$ cat src/rtl/pc_seq_pkg.sv
// pc_seq_pkg: shared types and default constants for the MIPS program
// counter sequencer (pc_sequencer) and its next-PC selector (pc_next_mux).
//   pc_state_e : sequencer FSM states (BOOT, RUN, HALT), 2-bit encoding.
//   npc_sel_e  : which source feeds the PC register on the next edge.
//   PC_RESET_ADDR_DEF / PC_EXC_VECTOR_DEF : default reset and exception addresses.
package pc_seq_pkg;

    typedef enum logic [1:0] {
        BOOT = 2'd0,
        RUN  = 2'd1,
        HALT = 2'd2
    } pc_state_e;

    typedef enum logic [2:0] {
        HOLD   = 3'd0,
        SEQ    = 3'd1,
        BRANCH = 3'd2,
        JUMP   = 3'd3,
        EXC    = 3'd4,
        ERET   = 3'd5
    } npc_sel_e;

    localparam logic [31:0] PC_RESET_ADDR_DEF = 32'h0000_0000;
    localparam logic [31:0] PC_EXC_VECTOR_DEF = 32'h0000_0080;

endpackage

$ cat src/rtl/pc_next_mux.sv
// pc_next_mux: purely combinational next-PC selection for pc_sequencer.
// Applies the priority exc > halt > eret > stall > jump > branch > sequential
// in RUN; in HALT only an exception redirects; BOOT always holds.
// Ports:
//   state                        current sequencer state
//   exc, halt, eret, stall       control requests (eret tied low when unused)
//   jump, jump_target            jump request and destination
//   branch_taken, branch_target  branch request and destination
//   pc, epc                      current PC and saved exception PC
//   sel                          chosen next-PC source
//   npc                          next PC value
//   pc_plus                      pc + INSTR_BYTES (wraps modulo 2**WIDTH)
//   target_misaligned            low alignment bits of the selected redirect were nonzero
module pc_next_mux
    import pc_seq_pkg::*;
#(
    parameter int          WIDTH       = 32,
    parameter int          INSTR_BYTES = 4,
    parameter logic [31:0] EXC_VECTOR  = PC_EXC_VECTOR_DEF
) (
    input  pc_state_e        state,
    input  logic             exc,
    input  logic             halt,
    input  logic             eret,
    input  logic             stall,
    input  logic             jump,
    input  logic [WIDTH-1:0] jump_target,
    input  logic             branch_taken,
    input  logic [WIDTH-1:0] branch_target,
    input  logic [WIDTH-1:0] pc,
    input  logic [WIDTH-1:0] epc,
    output npc_sel_e         sel,
    output logic [WIDTH-1:0] npc,
    output logic [WIDTH-1:0] pc_plus,
    output logic             target_misaligned
);

    localparam logic [WIDTH-1:0] STEP     = WIDTH'(INSTR_BYTES);
    // Mask form keeps INSTR_BYTES == 1 legal (no zero-width slice).
    localparam logic [WIDTH-1:0] LOW_MASK = STEP - WIDTH'(1);
    localparam logic [WIDTH-1:0] EXC_ADDR = WIDTH'(EXC_VECTOR);

    assign pc_plus = pc + STEP;

    // NOTE: every output of a combinational block gets a default first so
    // no path leaves it unassigned, which would infer a latch.
    always_comb begin
        sel = HOLD;
        case (state)
            RUN: begin
                if (exc)               sel = EXC;
                else if (halt)         sel = HOLD;
                else if (eret)         sel = ERET;
                else if (stall)        sel = HOLD;  // concurrent redirect is dropped
                else if (jump)         sel = JUMP;
                else if (branch_taken) sel = BRANCH;
                else                   sel = SEQ;
            end
            HALT: begin
                if (exc) sel = EXC;
            end
            default: sel = HOLD;
        endcase
    end

    always_comb begin
        npc = pc;
        case (sel)
            SEQ:     npc = pc_plus;
            BRANCH:  npc = branch_target & ~LOW_MASK;
            JUMP:    npc = jump_target & ~LOW_MASK;
            EXC:     npc = EXC_ADDR;
            ERET:    npc = epc;
            default: npc = pc;
        endcase
    end

    // Only meaningful when sel is JUMP or BRANCH; the register ignores it otherwise.
    assign target_misaligned = (sel == JUMP) ? |(jump_target & LOW_MASK)
                                             : |(branch_target & LOW_MASK);

endmodule

$ cat src/rtl/pc_sequencer.sv
// pc_sequencer: program counter for the MIPS fetch stage. Owns the PC
// register, the BOOT/RUN/HALT FSM and the misaligned-redirect flag.
// Optional macro PC_SEQ_EPC_EN adds exception return (eret in, epc out).
// Ports:
//   clk, reset            rising-edge clock, synchronous active-high reset
//   stall                 hold PC (hazard unit)
//   halt, resume          enter / leave HALT
//   branch_taken/_target  branch redirect
//   jump/jump_target      jump redirect (J/JAL/JR)
//   exc                   exception request, loads EXC_VECTOR
//   eret, epc             (PC_SEQ_EPC_EN only) return from exception, saved PC
//   pc_out                current fetch address
//   pc_plus               pc_out + INSTR_BYTES (link value)
//   fetch_valid           pc_out is a real fetch this cycle
//   misaligned            last loaded jump/branch target had nonzero low bits
module pc_sequencer
    import pc_seq_pkg::*;
#(
    parameter int          WIDTH       = 32,
    parameter logic [31:0] RESET_ADDR  = PC_RESET_ADDR_DEF,
    parameter int          INSTR_BYTES = 4,
    parameter logic [31:0] EXC_VECTOR  = PC_EXC_VECTOR_DEF
) (
    input  logic             clk,
    input  logic             reset,
    input  logic             stall,
    input  logic             halt,
    input  logic             resume,
    input  logic             branch_taken,
    input  logic [WIDTH-1:0] branch_target,
    input  logic             jump,
    input  logic [WIDTH-1:0] jump_target,
    input  logic             exc,
`ifdef PC_SEQ_EPC_EN
    input  logic             eret,
    output logic [WIDTH-1:0] epc,
`endif
    output logic [WIDTH-1:0] pc_out,
    output logic [WIDTH-1:0] pc_plus,
    output logic             fetch_valid,
    output logic             misaligned
);

    localparam logic [WIDTH-1:0] RST_PC = WIDTH'(RESET_ADDR);

    pc_state_e        state, next_state;
    npc_sel_e         sel;
    logic [WIDTH-1:0] npc;
    logic             target_misaligned;

`ifndef PC_SEQ_EPC_EN
    logic             eret;
    logic [WIDTH-1:0] epc;
    assign eret = 1'b0;
    assign epc  = '0;
`endif

    pc_next_mux #(
        .WIDTH       (WIDTH),
        .INSTR_BYTES (INSTR_BYTES),
        .EXC_VECTOR  (EXC_VECTOR)
    ) u_next_mux (
        .state             (state),
        .exc               (exc),
        .halt              (halt),
        .eret              (eret),
        .stall             (stall),
        .jump              (jump),
        .jump_target       (jump_target),
        .branch_taken      (branch_taken),
        .branch_target     (branch_target),
        .pc                (pc_out),
        .epc               (epc),
        .sel               (sel),
        .npc               (npc),
        .pc_plus           (pc_plus),
        .target_misaligned (target_misaligned)
    );

    always_comb begin
        next_state  = state;
        fetch_valid = 1'b0;
        case (state)
            BOOT: next_state = RUN;
            RUN: begin
                fetch_valid = 1'b1;
                if (!exc && halt) next_state = HALT;
            end
            HALT: begin
                // resume wins over a still-asserted halt
                if (exc || resume) next_state = RUN;
            end
            default: next_state = BOOT;
        endcase
    end

    // NOTE: sequential state uses non-blocking assignments so every register
    // samples pre-edge values regardless of statement order.
    always_ff @(posedge clk) begin
        if (reset) begin
            state      <= BOOT;
            pc_out     <= RST_PC;
            misaligned <= 1'b0;
        end else begin
            state  <= next_state;
            pc_out <= npc;
            if (sel == JUMP || sel == BRANCH) misaligned <= target_misaligned;
        end
    end

`ifdef PC_SEQ_EPC_EN
    // Captures the address current at the exception, including a stalled one.
    always_ff @(posedge clk) begin
        if (reset)          epc <= '0;
        else if (sel == EXC) epc <= pc_out;
    end
`endif

endmodule

$ cat config.mk
export PLATFORM = sky130hd
export DESIGN_NAME = pc_sequencer
export DESIGN_NICKNAME = d
export VERILOG_FILES = /design/src/rtl/pc_seq_pkg.sv /design/src/rtl/pc_next_mux.sv /design/src/rtl/pc_sequencer.sv
export SDC_FILE = /design/constraint.sdc
export NUM_CORES = 1
export LEC_CHECK = 0
export CORE_ASPECT_RATIO = 0.75
export CORE_MARGIN = 10
export CORE_UTILIZATION = 35
export CTS_CLUSTER_SIZE = 10
export DETAILED_ROUTE_END_ITERATION = 16
export PLACE_DENSITY_LB_ADDON = 0.2
export SLEW_MARGIN = 20
export SYNTH_ARGS = -nofsm -noshare
export SYNTH_HDL_FRONTEND = slang
export SYNTH_SLANG_ARGS = --single-unit
$ cat constraint.sdc
create_clock -name clk -period 3 [get_ports clk]
set_input_delay 0.6 -clock clk [delete_from_list [all_inputs] [get_ports clk]]
set_output_delay 0.6 -clock clk [all_outputs]
set_load 0.05 [all_outputs]
Word-level counts from Yosys, hierarchy flattened
Index checks and enable logic that the tools add are counted.
- multiplexer cells: 13
- add/subtract/negate cells: 1
- eq/ne operators: 9
- reduce and logical (&&, ||, !) cells: 9
- operators by type and width (operator ; number):
    $pmux 32 s5 ; 1
    $add 32x3->32 const B ; 1
    $mux 3 ; 5
    $eq 3x2->1 const B ; 2
    $eq 3x3->1 const B ; 2
    $mux 2 ; 3
    $pmux 2 s3 ; 1
    $pmux 3 s2 ; 1
    $reduce_bool 5->1 ; 1
    $ne 2x2->1 const B ; 2
    $reduce_or 2->1 ; 2
    $eq 3x1->1 const B ; 1
    $eq 2x1->1 const B ; 1
    $eq 2x2->1 const B ; 1
    $logic_not 2->1 ; 1
    $logic_or 1x1->1 ; 2
    $mux 1 ; 2
    $reduce_and 2->1 ; 1
    $logic_and 1x1->1 ; 1
    $logic_not 1->1 ; 1
- output and inout bits: 66
- bits of input ports: 72
- word-level logic and storage cells: 35
- register bits after elaboration: 35

Longest topological paths before layout
Gate-level depths: netlist (run 1).
- word-level depth: 8
- depth in mapped cells: 9
- gate-level depth less buffers: 7

Cells and area by module
From an unflattened synthesis (run 1), not the netlist that was laid out.
- cell total of the unflattened synthesis: 351
- area total of the unflattened synthesis: 2733.9 µm²
- modules (own cells, without submodules) (module ; area an instance (µm²) ; cells an instance ; seq. area each (µm²) ; times used):
    pc_next_mux ; 1714.1 ; 269 ; 0.0 ; 1
    pc_sequencer ; 1019.7 ; 82 ; 700.7 ; 1

Worst setup path before layout (run 1)
Ideal clock, no wire load.
- path type: reg2out
- from: register pc_out[2]
- to: output port pc_plus[28]
- buffers on the path: 1
- data arrival time: 2.843 ns
- cell stages (with the launch flop): 7
- required time: 2.400 ns
- path slack: -0.443 ns
- cells stage by stage: dfxtp_1 -> ha_1 -> clkbuf_1 -> and4_1 -> nand4_1 -> nor4_1 -> xor2_1
- word-level cells in the longest chain between the ends: 1
- ends and longest elaborated chain (what ; line ; RTL):
    from (decl) ; pc_sequencer.sv:38 ; output logic [WIDTH-1:0] pc_out,
    from (signal assigned) ; pc_sequencer.sv:106 ; pc_out <= npc;
    $add 32x3->32 ; pc_next_mux.sv:43 ; assign pc_plus = pc + STEP;
    to (decl) ; pc_sequencer.sv:39 ; output logic [WIDTH-1:0] pc_plus,
Every way passes these cells.

Worst setup path in the final report (run 1)
- from: register pc_out[24]
- to: output port pc_plus[27]
Same word-level chain as after synthesis.

==> impl_metrics.csv, run 1 <==
group,metric,value,unit
run_status,status,"finished, final reports clean",
detailed_routing,via_per_inst,5.516,
cts,clockBufferDepth,2,
power,ir_worst_vdd,0.3503,mV
cts,root_buffer,"clkbuf_8",
cts,cts_buffers,5,
power,power.density,669.4,nW/um^2
worst_setup_path,path_cells,"nand2_1 -> or4_4 -> or4_4 -> xnor2_4 -> buf_12",
cts,cts_tree,"built",
hold_path,hp-class,"register to register",
synthesis,ys_warn_count,0,
worst_setup_path,slowest_stage,"or4_4",
cells_and_area,area.sequential,665.6,um^2
worst_setup_path,crit_fanout,6,
worst_setup_path,worst-r2r-cell-count,8,
synthesis,ys_async_sr_fraction,0,
power,finalPower,3032,uW
worst_setup_path,max_stage_delay,0.58,ns
detailed_routing,drtIter0Drc,200,
global_routing,antenna_found_initial,0,
power,p_sw_frac,0.5002,
synthesis,synth_top_area_frac,0.2498,
floorplan,die_w,120.4,um
cells_and_area,multi_input_area,1914,um^2
cts,cts_max_level,2,
global_routing,grt_pass1_vias,3399,
sta,holdWs,0.4677,ns
place,dp_hpwl,8651,um
synthesis,synth-edff-count,0,
floorplan,core-area,7331,um^2
synthesis,synth_cell_types,54,
detailed_routing,wl,11040,um
sta,drv_slew,0,
worst_setup_path,required,2.40,ns
worst_setup_path,path_class,"register to primary output",
cells_and_area,fin_util,0.6179,
power,clockPowerShare,0.111,
floorplan,die_h,95.29,um
global_routing,globalRouteOverflowTotal,0,
sta,setup_tns,0,ns
sta,finClkSkew,0.009390,ns
power,p_comb_frac,0.656,
power,pwr-share-seq,0.233,
detailed_routing,wire_per_inst,18.75,um
floorplan,die_area,11470,um^2
global_routing,grt_max_degree,24,
synthesis,ys_ff_latch,33,
floorplan,boundaryPins,138,
detailed_routing,dr.pass1.iters,5,
floorplan,initial_utilization,0.3608,
sta,period_share,0.9702,
worst_setup_path,cp.arrival,2.31,ns
worst_setup_path,startpoint_type,"register",
cts,clk_latency,0.28,ns
global_routing,grt_pass1_wl,17520,um
cells_and_area,n_antenna_cell,0,
detailed_routing,antenna_left,0,
cells_and_area,drive_gt1_frac,0.1660,
sta,worstMarginPinSlew,0.5511,ns
synthesis,yosysMostFrequentCell,"nor2_1",
synthesis,synth_flop_cell,"dfxtp_1",
cells_and_area,fill_cells,659,
sta,rsz0062_at_grt,"false",
synthesis,synth_area_leaders,"dfxtp_1 25%, a221oi_1 7.3%, xnor2_1 5.3%",
sta,max_freq,343.6,MHz
sta,setup_viol,0,
synthesis,ys_top_cells_by_count,"34 x nor2_1, 33 x dfxtp_1, 24 x nand2_1",
synthesis,syn_avg_cell_area,7.536,um^2
place,io_buffers,133,
cts,clkSlewWorstSetupHoldPaths,0.07,ns
floorplan,fp-row-count,27,
synthesis,seq_area_frac_synth,0.2498,
synthesis,postSynthCellCount,351,
detailed_routing,vias,3249,
worst_setup_path,critPathMostFrequentCell,"or4_4",
hold_path,whs_path_depth,2,
power,switchingPower,1517,uW
power,cellLeakagePower,0.001666,uW
worst_setup_path,worstSetupEndpointType,"primary output",
cells_and_area,area_delta_synth_final,71.24,%
synthesis,synth_top_area_cell,"dfxtp_1",
place,gp_routability_congestion,0.8490,
cells_and_area,nNetsFinal,565,
detailed_routing,drcViolationCount,0,
run,drv_cap,0,
synthesis,syn_area,2645,um^2
sta,final_hold_viol_count,0,
power,cellInternalPower,1515,uW
sta,relSlewSlack,0.6315,
cts,cts.sink_count,33,
sta,post-route-min-period,2.911,ns
global_routing,grtUsageTotal,0.1856,
==> layout make-up <==
| cell class | count | share of cell area |
|---|---|---|
| timing repair buffer | 156 | 0.3740 |
| inverter | 13 | 0.01077 |
| sequential | 33 | 0.1470 |
| tap | 101 | 0.02790 |
| clock buffer | 8 | 0.01768 |
| multi-input combinational | 278 | 0.4227 |
==> metrics by stage <==
step	setup slack (ns)	cells	cell area, um^2
2_1_floorplan	0.002504	354	2746
3_3_place_gp	0.1561	579	4403
3_5_place_dp	0.06488	579	4403
4_1_cts	0.05072	589	4511
5_1_grt	0.01036	589	4529
6_report	0.08932	589	4529
==> final timing paths <==
kind	from	to	slack [ns]
hold / removal	misaligned	misaligned	0.47
hold reg to reg	misaligned	misaligned	0.47
setup reg to reg	state[1]	pc_out[21]	0.52
setup / recovery	pc_out[24]	pc_plus[27]	0.09
==> critical path: cells and delay by family, from the launching register on <==
| kind | cells | cell delay, ns |
|---|---|---|
| buf+inv | 1 | 0.15 |
| simple gates | 3 | 1.28 |
| xor+xnor | 1 | 0.17 |
| flops | 1 | 0.42 |
==> logic make-up (layout without fill, tap and decap cells) <==
| kind of cell | Yosys count | count (layout) | share of synthesized area |
|---|---|---|---|
| compound gates | 103 | 103 | 0.2763 |
| flops | 33 | 33 | 0.2498 |
| fa+ha+maj | 6 | 6 | 0.02838 |
| xor+xnor | 28 | 28 | 0.09271 |
| other cells | 1 | 4 | 0.001418 |
| simple gates | 137 | 137 | 0.2767 |
| buf+inv | 43 | 177 | 0.07474 |
==> registers in the layout, summed over array words and instances (netlist names) <==
signal / cells
pc_out: 30
misaligned: 1
state: 2
==> per-layer routing <==
| metal | up-vias | share of wire | GRT usage | wire [um] |
|---|---|---|---|---|
| met4 | 0 | 0.0045 | 0.02806 | 50 |
| li1 | 1569 | - | - | - |
| met5 | - | 0 | 0 | 0 |
| met1 | 1526 | 0.43 | 0.2297 | 4774 |
| met3 | 7 | 0.094 | 0.06257 | 1036 |
| met2 | 147 | 0.47 | 0.3136 | 5182 |
==> repair_timing <==
action | CTS | global route
gates resized for setup | 2 | 6
pin swaps | 1 | 1
buffers inserted | 2 | 0
endpoints found under the setup margin | 4 | 10
gates cloned | 0 | 0
hold buffers | 0 | 0
==> power groups by stage <==
stage / clock (uW) / sequential (uW) / combinational [uW]
6_report: 335 / 706 / 1990
5_1_grt: 358 / 725 / 2110
4_1_cts: 334 / 703 / 2000
3_5_place_dp: 0 / 711 / 1990
3_3_place_gp: 0 / 705 / 1970
2_1_floorplan: 0 / 973 / 912
==> layout by cell type, fill, tap and decap left out, drive strengths merged, types with 13 or more instances in the layout <==
master,instances
nor2,35
o21ai,18
a221oi,22
a21oi,22
inv,13
clkdlybuf4s50,109
nand3,13
nand2,24
dfxtp,33
nor3,19
buf,47
xnor2,16
Note: power is estimated with default switching activity, not from simulation.
==> run 2, diff against run 1 <==
- CORE_UTILIZATION: 35 -> 40
==> run 2 against run 1 <==
Net effect:
- sequential cell count stayed put
- critical path depth stayed put
- routed wire length is 0.38% higher
- non-clock buffer count is 2 lower
- combinational power hardly changed
- cell count is 3.9% lower
- die area is 10% lower
- final area is 0.99% lower
- maximum frequency is 0.53% lower
- clock power is 5% higher
- power is 0.16% higher
- largest power group unchanged
==> impl_metrics.csv, run 2 (synthesized netlist as in run 1, its figures left out) <==
group,metric,value,unit
run_status,status,"finished, final reports clean",
cells_and_area,reg_top3,"pc_out x30, state x2, misaligned x1",
worst_setup_path,cp.arrival,2.33,ns
global_routing,grt_pass1_vias,3355,
place,io_buffers,133,
floorplan,boundaryPins,138,
run,drv_cap,0,
sta,relSlewSlack,0.4622,
cts,holdBufCountCts,0,
worst_setup_path,startpoint_type,"register",
cts,cts_max_level,2,
sta,setup_tns,0,ns
sta,post-route-min-period,2.926,ns
sta,period_share,0.9753,
floorplan,die_h,90.43,um
worst_setup_path,crit_fanout,4,
power,ir_worst_vdd,0.3624,mV
cts,clkSlewWorstSetupHoldPaths,0.07,ns
detailed_routing,drtIter0Drc,240,
cts,cts.sink_count,33,
sta,rsz0062_at_grt,"false",
cells_and_area,most-common-layout-cells,"109 x clkdlybuf4s50_1, 34 x nor2_1, 28 x dfxtp_1",
power,cellLeakagePower,0.001645,uW
cells_and_area,area_delta_synth_final,69.54,%
sta,worstMarginPinSlew,0.8066,ns
detailed_routing,antenna_left,0,
cts,cts_buffers,5,
worst_setup_path,required,2.40,ns
cells_and_area,largest_reg_flops,30,
cells_and_area,drive_gt1_frac,0.1629,
cells_and_area,nNetsFinal,563,
sta,finClkSkew,0.005071,ns
floorplan,die_area,10300,um^2
sta,setup_viol,0,
power,power.density,677.2,nW/um^2
cts,cts_tree,"built",
cells_and_area,fin_util,0.7062,
detailed_routing,dr.pass1.iters,7,
worst_setup_path,path_class,"register to primary output",
place,dp_hpwl,8388,um
sta,final_hold_viol_count,0,
detailed_routing,drcViolationCount,0,
detailed_routing,wire_per_inst,19.58,um
cts,clk_latency,0.29,ns
place,gp_routability_congestion,0.8397,
floorplan,core-area,6350,um^2
cells_and_area,max_flop_register,"pc_out",
cts,clockBufferDepth,2,
detailed_routing,vias,3276,
floorplan,die_w,113.9,um
cells_and_area,n_antenna_cell,0,
hold_path,hp-class,"register to register",
detailed_routing,wl,11090,um
floorplan,initial_utilization,0.4166,
global_routing,antenna_found_initial,0,
sta,drv_slew,0,
floorplan,fp-row-count,25,
global_routing,grt_pass1_wl,17590,um
sta,max_freq,341.8,MHz
cts,root_buffer,"clkbuf_8",
worst_setup_path,worstSetupEndpointType,"primary output",
detailed_routing,via_per_inst,5.788,
global_routing,grtUsageTotal,0.2047,
global_routing,globalRouteOverflowTotal,0,
global_routing,grt_max_degree,33,
cells_and_area,layout_commonest_cell,"clkdlybuf4s50_1",
run 2: what timing repair did:
| item | CTS | global route |
|---|---|---|
| setup endpoints to repair | 2 | 8 |
| resized for setup | 2 | 5 |
| setup buffers | 0 | 0 |
run 2: through the flow:
step / instances / cell area (um^2) / hold WS, ns / power (uW) / setup slack, ns
CTS: 566 / 4477 / 0.4633 / 3041 / 0.03938
finish: 566 / 4484 / 0.4584 / 3037 / 0.07396
global route: 566 / 4484 / 0.5011 / 3199 / 0.01350
detailed placement: 559 / 4378 / 0.4541 / 2685 / 0.06162
global placement: 559 / 4378 / 0.4453 / 2653 / 0.1311
floorplan: 354 / 2746 / 0.6155 / 1885 / 0.002504
run 2: where the power goes:
part	internal (uW)	switching [uW]
Combinational	800	1190
Clock	182	170
Sequential	543	152
Total	1530	1510
run 2: area by class of cell:
type / count / area (um^2)
inverter: 13 / 48.80
sequential: 33 / 669.4
clock buffer: 7 / 86.33
fill: 530 / 1866
tap: 81 / 101.3
timing repair buffer: 154 / 1679
multi-input combinational: 278 / 1899
run 2: worst max-delay path: stages (launching register included):
cell and delay [ns]:
dfxtp_1 0.40, nand2_1 0.16, or4_4 0.58, or4_4 0.56, xnor2_4 0.18, buf_12 0.15
run 2: worst paths after layout:
path,startpoint,end,slack [ns],cells past startpoint
min,misaligned,misaligned,0.46,2
max reg2reg,state[0],pc_out[25],0.44,7
min reg2reg,misaligned,misaligned,0.46,2
max,pc_out[25],pc_plus[27],0.07,5
run 2: layer usage:
layer,global-route usage,vias to the layer above,wire length (um)
li1,-,1569,-
met1,0.2547,1515,4632
met2,0.3181,170,5144
met3,0.07902,22,1149
met4,0.05938,0,159
met5,0,-,0
==> run 3, diff against run 2 <==
- CORE_UTILIZATION: 40 -> 30
==> run 3 against run 2 <==
Net effect:
- count of clock-buffer cells in the layout decreased by 1
- clock power increased by 41%
- largest power group unchanged
- worst hold slack better by 0.0026 ns
- sequential share of layout area shrank 0.46 points
- core utilization shrank 17 points
- sequential cell count unchanged
- maximum frequency increased by 1.4%
- via count barely moved
- first-iteration DRC count grew 17%
- die area grew 26%
==> impl_metrics.csv, run 3 (synthesized netlist as in run 1, its figures left out) <==
group,metric,value,unit
run_status,status,"finished, final reports clean",
hold_path,hp-start,"misaligned",
power,pwr-share-seq,0.222,
power,cellInternalPower,1653,uW
cts,clk_latency,0.28,ns
place,io_buffers,133,
power,p_sw_frac,0.4809,
detailed_routing,wire_per_inst,18.93,um
worst_setup_path,path_class,"register to primary output",
place,dp_hpwl,8900,um
cts,cts.sink_count,33,
worst_setup_path,crit_fanout,6,
global_routing,grtUsageTotal,0.1671,
detailed_routing,wl,11340,um
worst_setup_path,max_stage_delay,0.58,ns
run,drv_cap,0,
sta,post-route-min-period,2.886,ns
power,clockPowerShare,0.155,
detailed_routing,drtIter0Drc,280,
worst_setup_path,startpoint_type,"register",
cells_and_area,most-common-layout-cells,"109 x clkdlybuf4s50_1, 34 x nor2_1, 30 x buf_4",
cells_and_area,max_flop_register,"pc_out",
floorplan,die_w,128.4,um
power,p_comb_frac,0.623,
cells_and_area,layout_commonest_cell,"clkdlybuf4s50_1",
cells_and_area,reg_top3,"pc_out x30, state x2, misaligned x1",
global_routing,grt_pass1_wl,17780,um
worst_setup_path,slowest_stage,"or4_4",
sta,setup_tns,0,ns
cts,clkSlewWorstSetupHoldPaths,0.06,ns
cells_and_area,nNetsFinal,568,
place,place_worst_setup_slack,0.04476,ns
worst_setup_path,worstSetupEndpointType,"primary output",
sta,layout_setup_ws,0.1141,ns
cells_and_area,area_delta_synth_final,74.22,%
cts,cts_tree,"built",
sta,final_hold_viol_count,0,
detailed_routing,antenna_left,0,
worst_setup_path,path_cells,"nand2_1 -> or4_4 -> or4_4 -> xnor2_4 -> buf_12",
cells_and_area,largest_reg_flops,30,
floorplan,boundaryPins,138,
cts,post_cts_buffers,0,
worst_setup_path,required,2.40,ns
worst_setup_path,critPathMostFrequentCell,"or4_4",
cts,clockBufferDepth,2,
global_routing,grt_pass1_vias,3353,
sta,max_freq,346.5,MHz
place,gp_routability_congestion,0.8876,
global_routing,globalRouteOverflowTotal,0,
place,place_area,4449,um^2
floorplan,die_h,101.3,um
floorplan,die_area,13010,um^2
global_routing,antenna_found_initial,0,
power,finalPower,3184,uW
detailed_routing,drcViolationCount,0,
cells_and_area,design_area,4608,um^2
cells_and_area,multi_input_area,1902,um^2
cells_and_area,n_antenna_cell,0,
hold_path,hp-class,"register to register",
cts,holdBufCountCts,0,
power,power.density,691.0,nW/um^2
global_routing,grt_max_degree,25,
cells_and_area,drive_gt1_frac,0.1752,
floorplan,initial_utilization,0.3102,
cts,cts_buffers,5,
worst_setup_path,cp.arrival,2.29,ns
detailed_routing,via_per_inst,5.467,
sta,relSlewSlack,0.5783,
floorplan,core-area,8527,um^2
sta,finClkSkew,0.006750,ns
power,switchingPower,1531,uW
cells_and_area,fill_cells,799,
cells_and_area,area.sequential,666.9,um^2
cts,root_buffer,"clkbuf_16",
detailed_routing,vias,3275,
power,ir_worst_vdd,0.4523,mV
sta,setup_viol,0,
worst_setup_path,critPathLaunch,"pc_out[24]",
detailed_routing,dr.pass1.iters,5,
floorplan,fp-row-count,29,
sta,rsz0062_at_grt,"false",
worst_setup_path,r2r_start,"state[1]",
power,cellLeakagePower,0.001696,uW
sta,worstMarginPinSlew,0.6305,ns
sta,drv_slew,0,
cts,cts_max_level,2,
sta,period_share,0.9620,
[run 3: cell count changes in the layout (fill, tap and decap cells not counted), moves of 2 or more]
cell,before,now
clkinv_2,0,2
clkbuf_16,0,5
clkbuf_8,6,0
buf_4,25,30
[run 3: final timing paths]
check,slack (ns),depth (start not counted),end
min,0.46,2,misaligned
max reg2reg,0.54,8,pc_out[19]
min reg2reg,0.46,2,misaligned
max,0.11,5,pc_plus[27]
[run 3: per-layer routing]
metal | vias up | track usage | routed length, um
li1 | 1578 | - | -
met1 | 1540 | 0.2189 | 5179
met2 | 150 | 0.2556 | 4960
met3 | 7 | 0.06681 | 1140
met4 | 0 | 0.02936 | 58
met5 | - | 0 | 0
[run 3: layout make-up]
type	instances	share of cell area
Tap cell	108	0.02932
Multi-Input combinational cell	278	0.4127
Inverter	13	0.01059
Clock inverter	2	0.002172
Sequential cell	33	0.1447
Timing Repair Buffer	159	0.3725
Clock buffer	6	0.02797
[run 3: worst max-delay path: cells and delay by family, from the launching register on]
kind                      cells  cell delay (ns)
buffers and inverters         1             0.15
and+or+nand+nor               3             1.28
DFF                           1             0.40
xor gates and xnor gates      1             0.17
[run 3: per-stage QoR]
stage	cells	hold slack (ns)	util
after floorplan	354	0.6155	-
after global placement	591	0.4446	0.5218
after detailed placement	591	0.4619	0.5218
after CTS	599	0.4694	0.5382
after global routing	599	0.5029	0.5404
final	599	0.4610	0.5404
[run 3: repair_timing]
action | 4_1_cts | 5_1_grt
hold endpoints to repair | 0 | 0
endpoints found under the setup margin | 2 | 4
cloned | 0 | 0
resized for setup | 1 | 6
[run 3: power groups by stage]
stage               Sequential, uW  Clock (uW)  Combinational [uW]
floorplan                      973           0                 912
global placement               704           0                1970
detailed placement             709           0                1990
CTS                            702         499                2000
global route                   726         522                2100
finish                         707         495                1980
